==> src/rtl/riscv_pkg.sv <==
// Shared RISC-V pipeline definitions used by the fetch stage and its BTB.
package riscv_pkg;
    localparam logic [31:0] NOP_INSTR = 32'h0000_0013;

    typedef enum logic [1:0] {
        FETCH = 2'd0,
        HOLD  = 2'd1,
        DROP  = 2'd2
    } fetch_state_t;
endpackage

==> src/rtl/fetch_btb.sv <==
// Direct-mapped branch target buffer: combinational lookup, one write port.
// Lookup returns the old contents when a write hits the same entry this cycle.
module fetch_btb #(
    parameter int ENTRIES = 16
) (
    input  logic        clk,
    input  logic        rst,
    input  logic [31:0] lookup_pc,
    output logic        hit,
    output logic [31:0] target,
    input  logic        wr_en,
    input  logic [31:0] wr_pc,
    input  logic [31:0] wr_target
);
    localparam int IW = $clog2(ENTRIES);
    localparam int TW = 30 - IW;

    logic [ENTRIES-1:0] valid;
    logic [TW-1:0]      tags    [ENTRIES];
    logic [31:0]        targets [ENTRIES];
    logic [IW-1:0]      rd_idx, wr_idx;
    logic               unused_bits;

    assign rd_idx      = lookup_pc[IW+1:2];
    assign wr_idx      = wr_pc[IW+1:2];
    assign unused_bits = ^{lookup_pc[1:0], wr_pc[1:0]};

    assign hit    = valid[rd_idx] && (tags[rd_idx] == lookup_pc[31:IW+2]);
    assign target = targets[rd_idx];

    always_ff @(posedge clk or posedge rst) begin
        if (rst)        valid <= '0;
        else if (wr_en) valid[wr_idx] <= 1'b1;
    end

    // Tag/target storage needs no reset; the valid bits gate it.
    always_ff @(posedge clk) begin
        if (wr_en) begin
            tags[wr_idx]    <= wr_pc[31:IW+2];
            targets[wr_idx] <= wr_target;
        end
    end
endmodule

==> src/rtl/fetch_stage.sv <==
// Instruction fetch: owns the PC, drives the imem request/ready handshake and the IF/ID register.
// Define FETCH_BTB_EN to add a branch target buffer for next-PC prediction.
module fetch_stage
    import riscv_pkg::*;
#(
    parameter logic [31:0] RESET_PC    = 32'h0000_0000,
    parameter int          BTB_ENTRIES = 16
) (
    input  logic        clk,
    input  logic        rst,
    input  logic        PCSrc,
    input  logic [31:0] PC_Branch,
    input  logic [31:0] branch_index,
    input  logic        IF_ID_Flush,
    input  logic        stall,
    output logic        imem_req,
    output logic [31:0] imem_addr,
    input  logic        imem_ready,
    input  logic [31:0] imem_rdata,
    output logic [31:0] IF_ID_PC,
    output logic [31:0] IF_ID_Instr,
    output logic        IF_ID_Valid,
    output logic        IF_ID_Pred
);
    fetch_state_t state;
    logic [31:0]  pc, buffer, pending, next_pc, btb_target, new_data;
    logic         req, btb_hit, new_instr;

`ifdef FETCH_BTB_EN
    fetch_btb #(.ENTRIES(BTB_ENTRIES)) u_btb (
        .clk       (clk),
        .rst       (rst),
        .lookup_pc (pc),
        .hit       (btb_hit),
        .target    (btb_target),
        .wr_en     (PCSrc),
        .wr_pc     (branch_index),
        .wr_target (PC_Branch)
    );
`else
    logic unused_btb;
    assign btb_hit    = 1'b0;
    assign btb_target = '0;
    assign unused_btb = ^branch_index;
`endif

    assign next_pc   = btb_hit ? btb_target : pc + 32'd4;
    assign imem_req  = req;
    assign imem_addr = {pc[31:2], 2'b00};

    // A word reaches IF/ID either straight from memory or from the HOLD buffer.
    always_comb begin
        new_instr = 1'b0;
        new_data  = imem_rdata;
        if (!PCSrc && !stall) begin
            if (state == FETCH && req && imem_ready) begin
                new_instr = 1'b1;
            end else if (state == HOLD) begin
                new_instr = 1'b1;
                new_data  = buffer;
            end
        end
    end

    always_ff @(posedge clk or posedge rst) begin
        if (rst) begin
            state   <= FETCH;
            pc      <= RESET_PC;
            req     <= 1'b0;
            buffer  <= '0;
            pending <= '0;
        end else begin
            case (state)
                FETCH: begin
                    // req is low only in the first cycle out of reset
                    if (!req) begin
                        req <= 1'b1;
                        if (PCSrc) pc <= PC_Branch;
                    end else if (PCSrc) begin
                        if (imem_ready) begin
                            pc <= PC_Branch;
                        end else begin
                            pending <= PC_Branch;
                            state   <= DROP;
                        end
                    end else if (imem_ready) begin
                        if (stall) begin
                            buffer <= imem_rdata;
                            req    <= 1'b0;
                            state  <= HOLD;
                        end else begin
                            pc <= next_pc;
                        end
                    end
                end
                HOLD: begin
                    if (PCSrc) begin
                        pc     <= PC_Branch;
                        buffer <= '0;
                        req    <= 1'b1;
                        state  <= FETCH;
                    end else if (!stall) begin
                        pc    <= next_pc;
                        req   <= 1'b1;
                        state <= FETCH;
                    end
                end
                DROP: begin
                    if (imem_ready) begin
                        pc    <= PCSrc ? PC_Branch : pending;
                        state <= FETCH;
                    end else if (PCSrc) begin
                        pending <= PC_Branch;
                    end
                end
                default: state <= FETCH;
            endcase
        end
    end

    always_ff @(posedge clk or posedge rst) begin
        if (rst) begin
            IF_ID_PC    <= '0;
            IF_ID_Instr <= NOP_INSTR;
            IF_ID_Valid <= 1'b0;
            IF_ID_Pred  <= 1'b0;
        end else if (IF_ID_Flush || PCSrc) begin
            IF_ID_Instr <= NOP_INSTR;
            IF_ID_Valid <= 1'b0;
            IF_ID_Pred  <= 1'b0;
        end else if (stall) begin
            IF_ID_Valid <= IF_ID_Valid;
        end else if (new_instr) begin
            IF_ID_PC    <= pc;
            IF_ID_Instr <= new_data;
            IF_ID_Valid <= 1'b1;
            IF_ID_Pred  <= btb_hit;
        end else begin
            IF_ID_Instr <= NOP_INSTR;
            IF_ID_Valid <= 1'b0;
            IF_ID_Pred  <= 1'b0;
        end
    end
endmodule

==> config.mk <==
export PLATFORM = sky130hd
export DESIGN_NAME = fetch_stage
export DESIGN_NICKNAME = d
export VERILOG_FILES = /design/src/rtl/riscv_pkg.sv /design/src/rtl/fetch_btb.sv /design/src/rtl/fetch_stage.sv
export SDC_FILE = /design/constraint.sdc
export NUM_CORES = 1
export LEC_CHECK = 0
export ABC_AREA = 0
export BUFFER_PORTS_ARGS = -buffer_cell sky130_fd_sc_hd__buf_4
export CAP_MARGIN = 25
export CORE_MARGIN = 2
export CORE_UTILIZATION = 40
export CTS_CLUSTER_SIZE = 20
export DETAILED_ROUTE_END_ITERATION = 12
export PLACE_DENSITY = 0.66
export SYNTH_ARGS = -nofsm -noshare
export SYNTH_HDL_FRONTEND = slang
export SYNTH_SLANG_ARGS = --single-unit
==> constraint.sdc <==
create_clock -name clk -period 8.03 [get_ports clk]
set_input_delay 1.606 -clock clk [delete_from_list [all_inputs] [get_ports clk]]
set_output_delay 1.606 -clock clk [all_outputs]
set_load 0.03 [all_outputs]
-- After elaboration in Yosys (flattened, before gate mapping)
Index checks and enable logic that the tools add are counted.
- input port bits: 102
- logic and storage cells: 97
- register bits after elaboration: 165
- multiplexer cells: 51
- reductions and logical operators: 16
- bitwise operators: 2
- add/subtract/negate cells: 1
- eq/ne operators: 18
- operators with widths (cell ; number):
    32-bit two-way mux ; 24
    32-bit one-hot mux with 2 select lines ; 2
    32-bit one-hot mux with 3 select lines ; 1
    32-bit by 3-bit adder with 32-bit output (second input constant) ; 1
    2-bit inequality test (second input constant) ; 9
    3-bit inequality test (second input constant) ; 6
    2-bit two-way mux ; 8
    1-bit two-way mux ; 14
    6-bit AND reduction ; 2
    5-bit AND reduction ; 2
    2-bit one-hot mux with 3 select lines ; 1
    2-bit nonzero test ; 2
    1-bit logical AND ; 3
    3-bit AND reduction ; 1
    3-bit nonzero test ; 1
    2-bit by 1-bit equality test with 1-bit output (second input constant) ; 1
    2-bit equality test (second input constant) ; 1
    1-bit zero test ; 2
    2-bit zero test ; 1
    2-bit by 1-bit inequality test with 1-bit output (second input constant) ; 1
    1-bit NOT ; 2
    1-bit one-hot mux with 2 select lines ; 1
    2-bit AND reduction ; 1
    1-bit logical OR ; 1

-- Logic depth before layout (Yosys ltp)
Gate-level depths: netlist of the first run.
- depth after elaboration: 8
- gate-level depth with buffers: 10
- mapped depth without buffers: 7

-- Worst setup path before layout of the first run
OpenSTA, ideal clock, no wires.
- path type: in2reg
- from: input port stall
- to: register pc[21]
- cell stages on the path: 6
- library setup time: 0.065 ns
- data required time: 7.965 ns
- arrival: 2.954 ns
- setup slack: 5.011 ns
- cells stage by stage: clkbuf_1 -> and4b_1 -> nand2_1 -> or4_1 -> a31oi_1 -> o22a_1
- word-level cells in the longest chain between the ends: 5
- elaborated cells between the ends (all ways): 6
- RTL lines (element ; line ; text):
    start, declared ; fetch_stage.sv:15 ; input logic stall,
    32-bit two-way mux * ; n/a ;
    32-bit two-way mux (3 in a row) ; n/a ;
    32-bit one-hot mux with 3 select lines * ; n/a ;
    end signal, assigned ; fetch_stage.sv:78 ; if (PCSrc) pc <= PC_Branch;
    end signal, assigned ; fetch_stage.sv:81 ; pc <= PC_Branch;
    end signal, assigned ; fetch_stage.sv:92 ; pc <= next_pc;
    end, declared ; fetch_stage.sv:26 ; logic [31:0] pc, buffer, pending, next_pc, btb_target, new_data;
Mark *: on every way between the ends. The rest lies on a longest branch, timed or not. The select of a mux whose other input is x is not followed.
A chain may end at the register's enable or synchronous reset.

-- Final worst setup path of the first run
- from: input port PCSrc
- to: register pc[27]
- word-level cells in the longest chain between the ends: 3
- elaborated cells between the ends (all ways): 9
- RTL lines (element ; line ; text):
    start, declared ; fetch_stage.sv:11 ; input logic PCSrc,
    32-bit two-way mux (on tied branches) ; n/a ;
    32-bit two-way mux (on tied branches) ; fetch_stage.sv:109, fetch_stage.sv:76 ;
    32-bit one-hot mux with 3 select lines ; fetch_stage.sv:73 ; case (state)
    end signal, assigned ; fetch_stage.sv:78 ;
    end signal, assigned ; fetch_stage.sv:81 ;
    end signal, assigned ; fetch_stage.sv:110 ; pc <= PCSrc ? PC_Branch : pending;
Parallel ways exist; a longest one is shown, timed or not. The select of a mux whose other input is x is not followed.

==> results of run 1 <==
[power by group]
part / internal [uW] / leakage (uW) / total [uW] / switching [uW]
clock: 453 / 0.000302 / 861 / 408
sequential: 1150 / 0.00206 / 1470 / 323
combinational: 775 / 0.00272 / 1960 / 1190
[worst register-to-register path: stages (launching register included)]
cell,delay (ns)
dfrtp_1,0.38
inv_1,0.09
ha_1,0.19
buf_4,0.24
nor2b_1,0.25
a211oi_4,0.63
buf_4,0.44
nand2_1,0.38
o21ai_0,0.36
a221oi_2,0.09
[worst min path at each step]
stage                        end  slack [ns]  cells past startpoint
floorplan             pending[8]        0.45                      1
global placement    IF_ID_PC[25]        0.46                      2
detailed placement  IF_ID_PC[17]        0.46                      2
CTS                 IF_ID_PC[22]        0.48                      2
global route         IF_ID_PC[3]        0.50                      2
finish              IF_ID_PC[22]        0.47                      2
[cell usage in the layout (no fill, tap or decap), types with 6 or more instances in the layout]
master / instances
a211oi_1: 7
a21oi_1: 34
a221oi_1: 17
a22o_1: 36
a22oi_1: 15
a31oi_1: 11
and3_1: 7
buf_4: 179
clkbuf_16: 17
dfrtp_1: 161
inv_1: 15
mux2_1: 13
mux2_2: 21
mux2i_1: 41
nand2_1: 161
nand2b_1: 8
nand3_1: 17
nand4_1: 10
nor2_1: 38
nor2b_1: 7
nor3_1: 14
nor4_1: 6
o211ai_1: 7
o21ai_0: 30
o21ai_1: 38
o31ai_1: 10
xnor2_1: 9
[state kept, by name (all words and copies together), names as in the netlist]
| name | count |
|---|---|
| buffer | 32 |
| IF_ID_PC | 32 |
| pending | 32 |
| state | 2 |
| pc | 32 |
| IF_ID_Valid | 1 |
| imem_req | 1 |
| IF_ID_Instr | 32 |
[metrics by stage]
stage          hold WS, ns  setup WS [ns]  util (%)  cell area, sq um  total power (uW)
2_1_floorplan        0.454           2.00         -              8700              2790
3_3_place_gp         0.461           3.68      47.7             10100              3400
3_5_place_dp         0.464           3.67      47.7             10100              3430
4_1_cts              0.481           4.13      50.7             10700              4300
5_1_grt              0.500           3.90      50.8             10700              4560
6_report             0.475           4.04      50.8             10700              4300
[Yosys cell counts (4+ instances only)]
cell | number | area, sq um
dfrtp_1 | 161 | 4030
nand2_1 | 161 | 604
mux2i_1 | 41 | 410
clkbuf_1 | 40 | 150
nor2_1 | 39 | 146
o21ai_1 | 39 | 195
a22o_1 | 36 | 315
a21oi_1 | 34 | 170
o21ai_0 | 30 | 150
buf_2 | 24 | 120
mux2_2 | 21 | 236
a221oi_1 | 17 | 149
nand3_1 | 17 | 85.1
inv_1 | 16 | 60.1
a22oi_1 | 15 | 113
nor3_1 | 14 | 70.1
mux2_1 | 13 | 146
a31oi_1 | 12 | 75.1
nand4_1 | 10 | 62.6
o31ai_1 | 10 | 75.1
xnor2_1 | 9 | 78.8
nand2b_1 | 8 | 50.1
nor2b_1 | 8 | 50.1
a211oi_1 | 7 | 52.6
and3_1 | 7 | 43.8
buf_1 | 7 | 26.3
o211ai_1 | 7 | 52.6
nor4_1 | 6 | 37.5
buf_4 | 5 | 37.5
ha_1 | 5 | 62.6
o22ai_1 | 5 | 31.3
a2bb2oi_1 | 4 | 35.0
o41ai_1 | 4 | 35.0
xor2_1 | 4 | 35.0
[cell families after synthesis]
logic type | synth area share (%)
simple gates | 16.6
compound gates | 20.4
flops | 47.3
buf+inv | 4.59
mux | 9.12
xor+xnor | 1.31
fa+ha+maj | 0.720
other cells | 0.0431
[metal layers]
metal | vias up | global-route usage, % | wire length, um
met5 | - | 0 | 0
met4 | 0 | 7.80 | 479
met2 | 335 | 34.9 | 11700
li1 | 3548 | - | -
met1 | 3788 | 33.1 | 11900
met3 | 43 | 3.83 | 1900
[final cells by class]
class                   count  area (sq um)  share of cell area [%]
clock buffers              17           425                    3.96
clock inverters            15           201                    1.87
inverters                  16          65.1                   0.605
multi-input cells         651          4240                    39.4
flip-flops and latches    164          4110                    38.2
well taps                 275           344                    3.20
repair buffers            180          1360                    12.7
==> summary.md, run 1 <==
| Metric | Value |
|---|---|
| Status | `finished clean` |
| Vias | `around 7,700` |
| CP delay by family, top | `compound AO/OA/AOI/OAI gates` |
| R2r setup slk | `just under 5 ns` |
| First-pass GRT wire length | `40,500 um` |
| Seq/Total Area, Yosys | `47.3%` |
| CTS Hold Bufs | `0` |
| PortBufs | `165` |
| Synth warnings | `0` |
| Postcts setup bufs | `0` |
| Hpwl dp | `16,900 um` |
| Async set-or-reset flop fraction in the synthesized netlist | `100%` |
| Worst Skew | `about 0.014 ns` |
| Finished Layout Cells | `1,318` |
| Clk buf depth | `2` |
| Arrival time worst endpoint | `4.29 ns` |
| Num ports | `approximately 200` |
| Final net count | `1,137` |
| Crit-path cells | `buf_4 -> mux2i_1 -> a211oi_4 -> buf_4 -> nand2_1 -> o21ai_0 -> a221oi_2` |
| CTS tree | `done` |
| # clock sinks | `164` |
| Netlist cell types | `75` |
| Worst-Margin Slew | `between 0.9 and 1 ns` |
| Ys flop type | `dfrtp_1` |
| Critical path capture point type | `flop` |
| Total Wirelength | `26,000 um` |
| Setup violators final | `0` |
| Reg-to-Reg End | `pc[27]` |
| RSZ-0062 raised after global routing | `false` |
| Share of cells above drive strength 1 | `between 20% and 30%` |
| Htree depth | `4` |
| LEAKAGE | `between 0.005 and 0.006 uW` |
| Fin crit share | `49.7%` |
| MaxCap Viol Count | `0` |
| Synth Register Bits | `164` |
| F_max | `251 MHz` |
| Vias in the first global route | `7,325` |
| CTS root buffer | `clkbuf_16` |
| CP startpoint kind | `primary input` |
| Core footprint | `21,200 sq um` |
| Die ar. | `around 23,000 sq um` |
| GR Overflow Total | `0` |
| Clock slew at reported path FFs | `0.07 ns` |
| FP Rows | `53` |
| Critical Path Sink | `pc[27]` |
| Highest-delay cell along the critical path | `a211oi_4` |
| Post-synth EDFFs | `0` |
| Drt initial violations | `~540` |
| Crit path depth | `7` |
| GRT Resource Usage Total | `22.9%` |
| Endpoints failing hold | `0` |
| Vias per Instance | `5.85` |
| Hold Crit Class | `flop to flop` |
| PwrDens | `between 300 and 400 nW/um^2` |
| Fin crit period | `3.99 ns` |
| Die Y-Extent | `151 um` |
| Setup_tns | `0 ns` |
| Most frequent CP cell | `buf_4` |
| DRC Markers | `0` |
| Largest net degree at the start of global routing | `76` |
| Initial antenna violation count | `0` |
| Sum of buffers and inverters on the critical path | `2` |
| Cells after DPL | `approximately 1,300` |
| Worst Setup SP | `PCSrc` |
| TritonCTS Buffers | `17` |
| R2R cell count | `9` |
| VDD IR max | `0.000204 V` |
| Cells after synthesis | `906` |
| CP Class | `primary input to flop` |
| Slew Viols, Final | `0` |
| Peak per-stage delay on the critical path | `0.69 ns` |
| Slew headroom | `33.6%` |
| Mapped Area | `8690 sq um` |
| Routed len/inst | `19.7 um` |
| Filler cells | `between 1,500 and 2,000` |
| Crit-path max FO | `52` |
| Placer's final routability congestion estimate | `0.837` |
| Drt first pass iters | `5` |
| Clock latency on the worst-skew pair | `between 0.4 and 0.5 ns` |
| Die W | `151 um` |
| R2r startpoint | `state[0]` |
| Worst Path Required | `8.33 ns` |
| Area growth from synthesis to layout | `23.6%` |
| Post-DRT Antenna Nets | `0` |
| Initial core utilization | `41.1%` |
| N_diodes | `0` |
| HP Start | `IF_ID_PC[22]` |
| Number of gates resized after CTS | `0` |
| Mean cell area of the mapped netlist | `9.60 sq um` |
(Power assumes the default switching activity.)
==> inputs of run 2 (changes only) <==
--- a/config.mk
+++ b/config.mk
@@ -5,14 +5,14 @@
 export SDC_FILE = /design/constraint.sdc
 export NUM_CORES = 1
 export LEC_CHECK = 0
-export ABC_AREA = 0
+export ABC_AREA = 1
 export BUFFER_PORTS_ARGS = -buffer_cell sky130_fd_sc_hd__buf_4
 export CAP_MARGIN = 25
 export CORE_MARGIN = 2
 export CORE_UTILIZATION = 40
 export CTS_CLUSTER_SIZE = 20
 export DETAILED_ROUTE_END_ITERATION = 12
-export PLACE_DENSITY = 0.66
+export PLACE_DENSITY = 0.68
 export SYNTH_ARGS = -nofsm -noshare
 export SYNTH_HDL_FRONTEND = slang
 export SYNTH_SLANG_ARGS = --single-unit
==> constraint.sdc (replaced) <==
create_clock -name clk -period 3.6 [get_ports clk]
set_input_delay 0.72 -clock clk [delete_from_list [all_inputs] [get_ports clk]]
set_output_delay 0.72 -clock clk [all_outputs]
set_load 0.03 [all_outputs]
==> run 2 against run 1 <==
  * Power rose by 130%
  * Utilization decreased by 1.0 points
  * Clock power is 110% higher
  * Synthesized area is 6.8% higher
  * Largest cell class unchanged
  * Via count is 19% higher
  * Cell count is 31% higher
  * Combinational power increased to 2.5 times the previous value
  * Largest power group unchanged
  * Sequential power increased by 110%
  * First-iteration DRC count rose by 71%
  * Worst setup slack worse by 3.0 ns
==> summary.md, run 2 <==
| Metric | Value |
|---|---|
| Arrival time worst endpoint | `about 2.8 ns` |
| Synth warnings | `0` |
| PwrDens | `slightly below 900 nW/um^2` |
| Routed len/inst | `16.5 um` |
| Final instance area | `11,300 sq um` |
| Slew headroom | `31.3%` |
| F_max | `394 MHz` |
| VDD IR max | `0.000434 V` |
| Area leader, netlist | `dfrtp_1` |
| Number of gates resized after CTS | `0` |
| Post-DRT Antenna Nets | `0` |
| Hpwl dp | `19,200 um` |
| GR Overflow Total | `0` |
| Htree depth | `4` |
| CP Class | `flop to flop` |
| Placed cell area | `10,700 sq um` |
| Post-synth EDFFs | `0` |
| Area of the multi-input gates | `4330 sq um` |
| Drt initial violations | `922` |
| Vias in the first global route | `8,230` |
| Setup violators final | `0` |
| Largest net degree at the start of global routing | `67` |
| Hold Slack | `between 0.4 and 0.5 ns` |
| Endpoints failing hold | `0` |
| Worst Skew | `approximately 0.012 ns` |
| # clock sinks | `164` |
| Die ar. | `24,400 sq um` |
| Placer's final routability congestion estimate | `0.861` |
| Netlist cell types | `33` |
| TritonCTS Buffers | `17` |
| Fin crit share | `70.5%` |
| Seq/Total Area, Yosys | `44.3%` |
| Vias | `9,190` |
| Most common cell after layout, fill and taps aside | `nand2_1` |
| CTS Hold Bufs | `0` |
| Die Y-Extent | `~160 um` |
| Postcts setup bufs | `0` |
| Filler cells | `2,201` |
| Slew Viols, Final | `0` |
| CP startpoint kind | `flop` |
| FP Rows | `55` |
| Synth top cells by count | `326 x nand2_1, 208 x o21ai_0, 161 x dfrtp_1` |
| Area contributors post-synth | `dfrtp_1 43%, nand2_1 13%, o21ai_0 11%` |
| Synth Register Bits | `164` |
| Critical path capture point type | `flop` |
| Most numerous cell in the Yosys netlist | `nand2_1` |
| Core footprint | `22,700 sq um` |
| Status | `finished clean` |
| Cells after synthesis | `1,309` |
| DRC Markers | `0` |
| Clock latency on the worst-skew pair | `0.44 ns` |
| Num ports | `around 200` |
| Drt first pass iters | `5` |
| LEAKAGE | `0.00546 uW` |
| FF/Latch Area | `4110 sq um` |
| R2r setup slk | `around 1.1 ns` |
| PortBufs | `165` |
| Ys flop type | `dfrtp_1` |
| Setup_tns | `0 ns` |
| Synth top area share | `43.4%` |
| Die W | `approximately 160 um` |
| Clk buf depth | `2` |
| Hold Crit Class | `primary input to asynchronous set/reset pin` |
| Clock slew at reported path FFs | `~0.070 ns` |
| Tot Pwr | `9940 uW` |
| Initial antenna violation count | `2` |
| Crit-path max FO | `22` |
| Final Util | `49.8%` |
| Mapped Area | `approximately 9300 sq um` |
| Async set-or-reset flop fraction in the synthesized netlist | `100%` |
| Share of cells above drive strength 1 | `16.5%` |
| Vias per Instance | `5.30` |
| CTS tree | `done` |
| Initial core utilization | `40.9%` |
| RSZ-0062 raised after global routing | `false` |
| Final net count | `1,541` |
| Mean cell area of the mapped netlist | `7.09 sq um` |
| MaxCap Viol Count | `0` |
| First-pass GRT wire length | `~45,000 um` |
| GRT Resource Usage Total | `23.4%` |
| Total Wirelength | `28,600 um` |
| Area growth from synthesis to layout | `21.8%` |
| Commonest cells after routing, fill and taps aside | `326 x nand2_1, 208 x o21ai_0, 184 x buf_4` |
| CTS root buffer | `clkbuf_16` |
| Fin crit period | `2.54 ns` |
| Worst Path Required | `slightly below 4 ns` |
| Worst-Margin Slew | `1.03 ns` |
-- run 2: final cells by class --
class	count	share of cell area, %
flip-flops and latches	164	36.4
inverters	127	4.25
repair buffers	187	12.8
diodes	1	0.0221
clock buffers	19	3.92
well taps	285	3.15
multi-input cells	937	38.3
clock inverters	13	1.22
-- run 2: metrics by stage --
step,cells,worst slack [ns]
after global routing,1732,0.886
after detailed placement,1700,0.952
after global placement,1700,0.988
after CTS,1732,1.09
final,1733,1.06
after floorplan,1311,0.798
-- run 2: worst paths after layout --
check / startpoint / endpoint / cells after the start
setup / recovery: state[1] / pc[21] / 11
hold / removal: rst / buffer[4] / 2
setup reg to reg: state[1] / pc[21] / 11
hold reg to reg: IF_ID_PC[18] / IF_ID_PC[18] / 2
max in group asynchronous: rst / pc[17] / 3
min in group clk: IF_ID_PC[18] / IF_ID_PC[18] / 2
-- run 2: critical path, stage by stage (launching register included) --
cell	delay (ns)
dfrtp_1	0.40
inv_1	0.10
ha_1	0.22
inv_2	0.09
nor2_1	0.31
inv_2	0.10
nor2_1	0.18
nor4_4	0.06
inv_1	0.62
a21oi_1	0.08
nand2_1	0.13
o21ai_0	0.09
-- run 2: routing by layer --
layer	global-route usage (%)	vias to the layer above	part of all wire, %
li1	-	4545	-
met1	34.6	4227	46
met2	35.5	381	45
met3	3.82	35	7.8
met4	6.38	2	1.5
met5	0	-	0.042
-- run 2: where the power goes --
| part | switching, uW | leakage, uW | internal [uW] | total, uW |
|---|---|---|---|---|
| registers | 576 | 0.00208 | 2560 | 3130 |
| clock network | 836 | 0.000278 | 996 | 1830 |
| logic | 3380 | 0.00310 | 1600 | 4970 |
| total | 4790 | 0.00546 | 5150 | 9940 |
-- run 2: cell families (layout without fill, tap and decap cells) --
family                     Yosys count  after routing  synth area share (%)
adders and majority gates            5              5                 0.674
and+or+nand+nor                    587            587                  26.4
xor gates and xnor gates             5              5                 0.472
DFF                                164            164                  44.3
AOI/OAI and AO/OA                  337            337                  18.9
other                                1              4                0.0404
buffers and inverters              210            346                  9.26
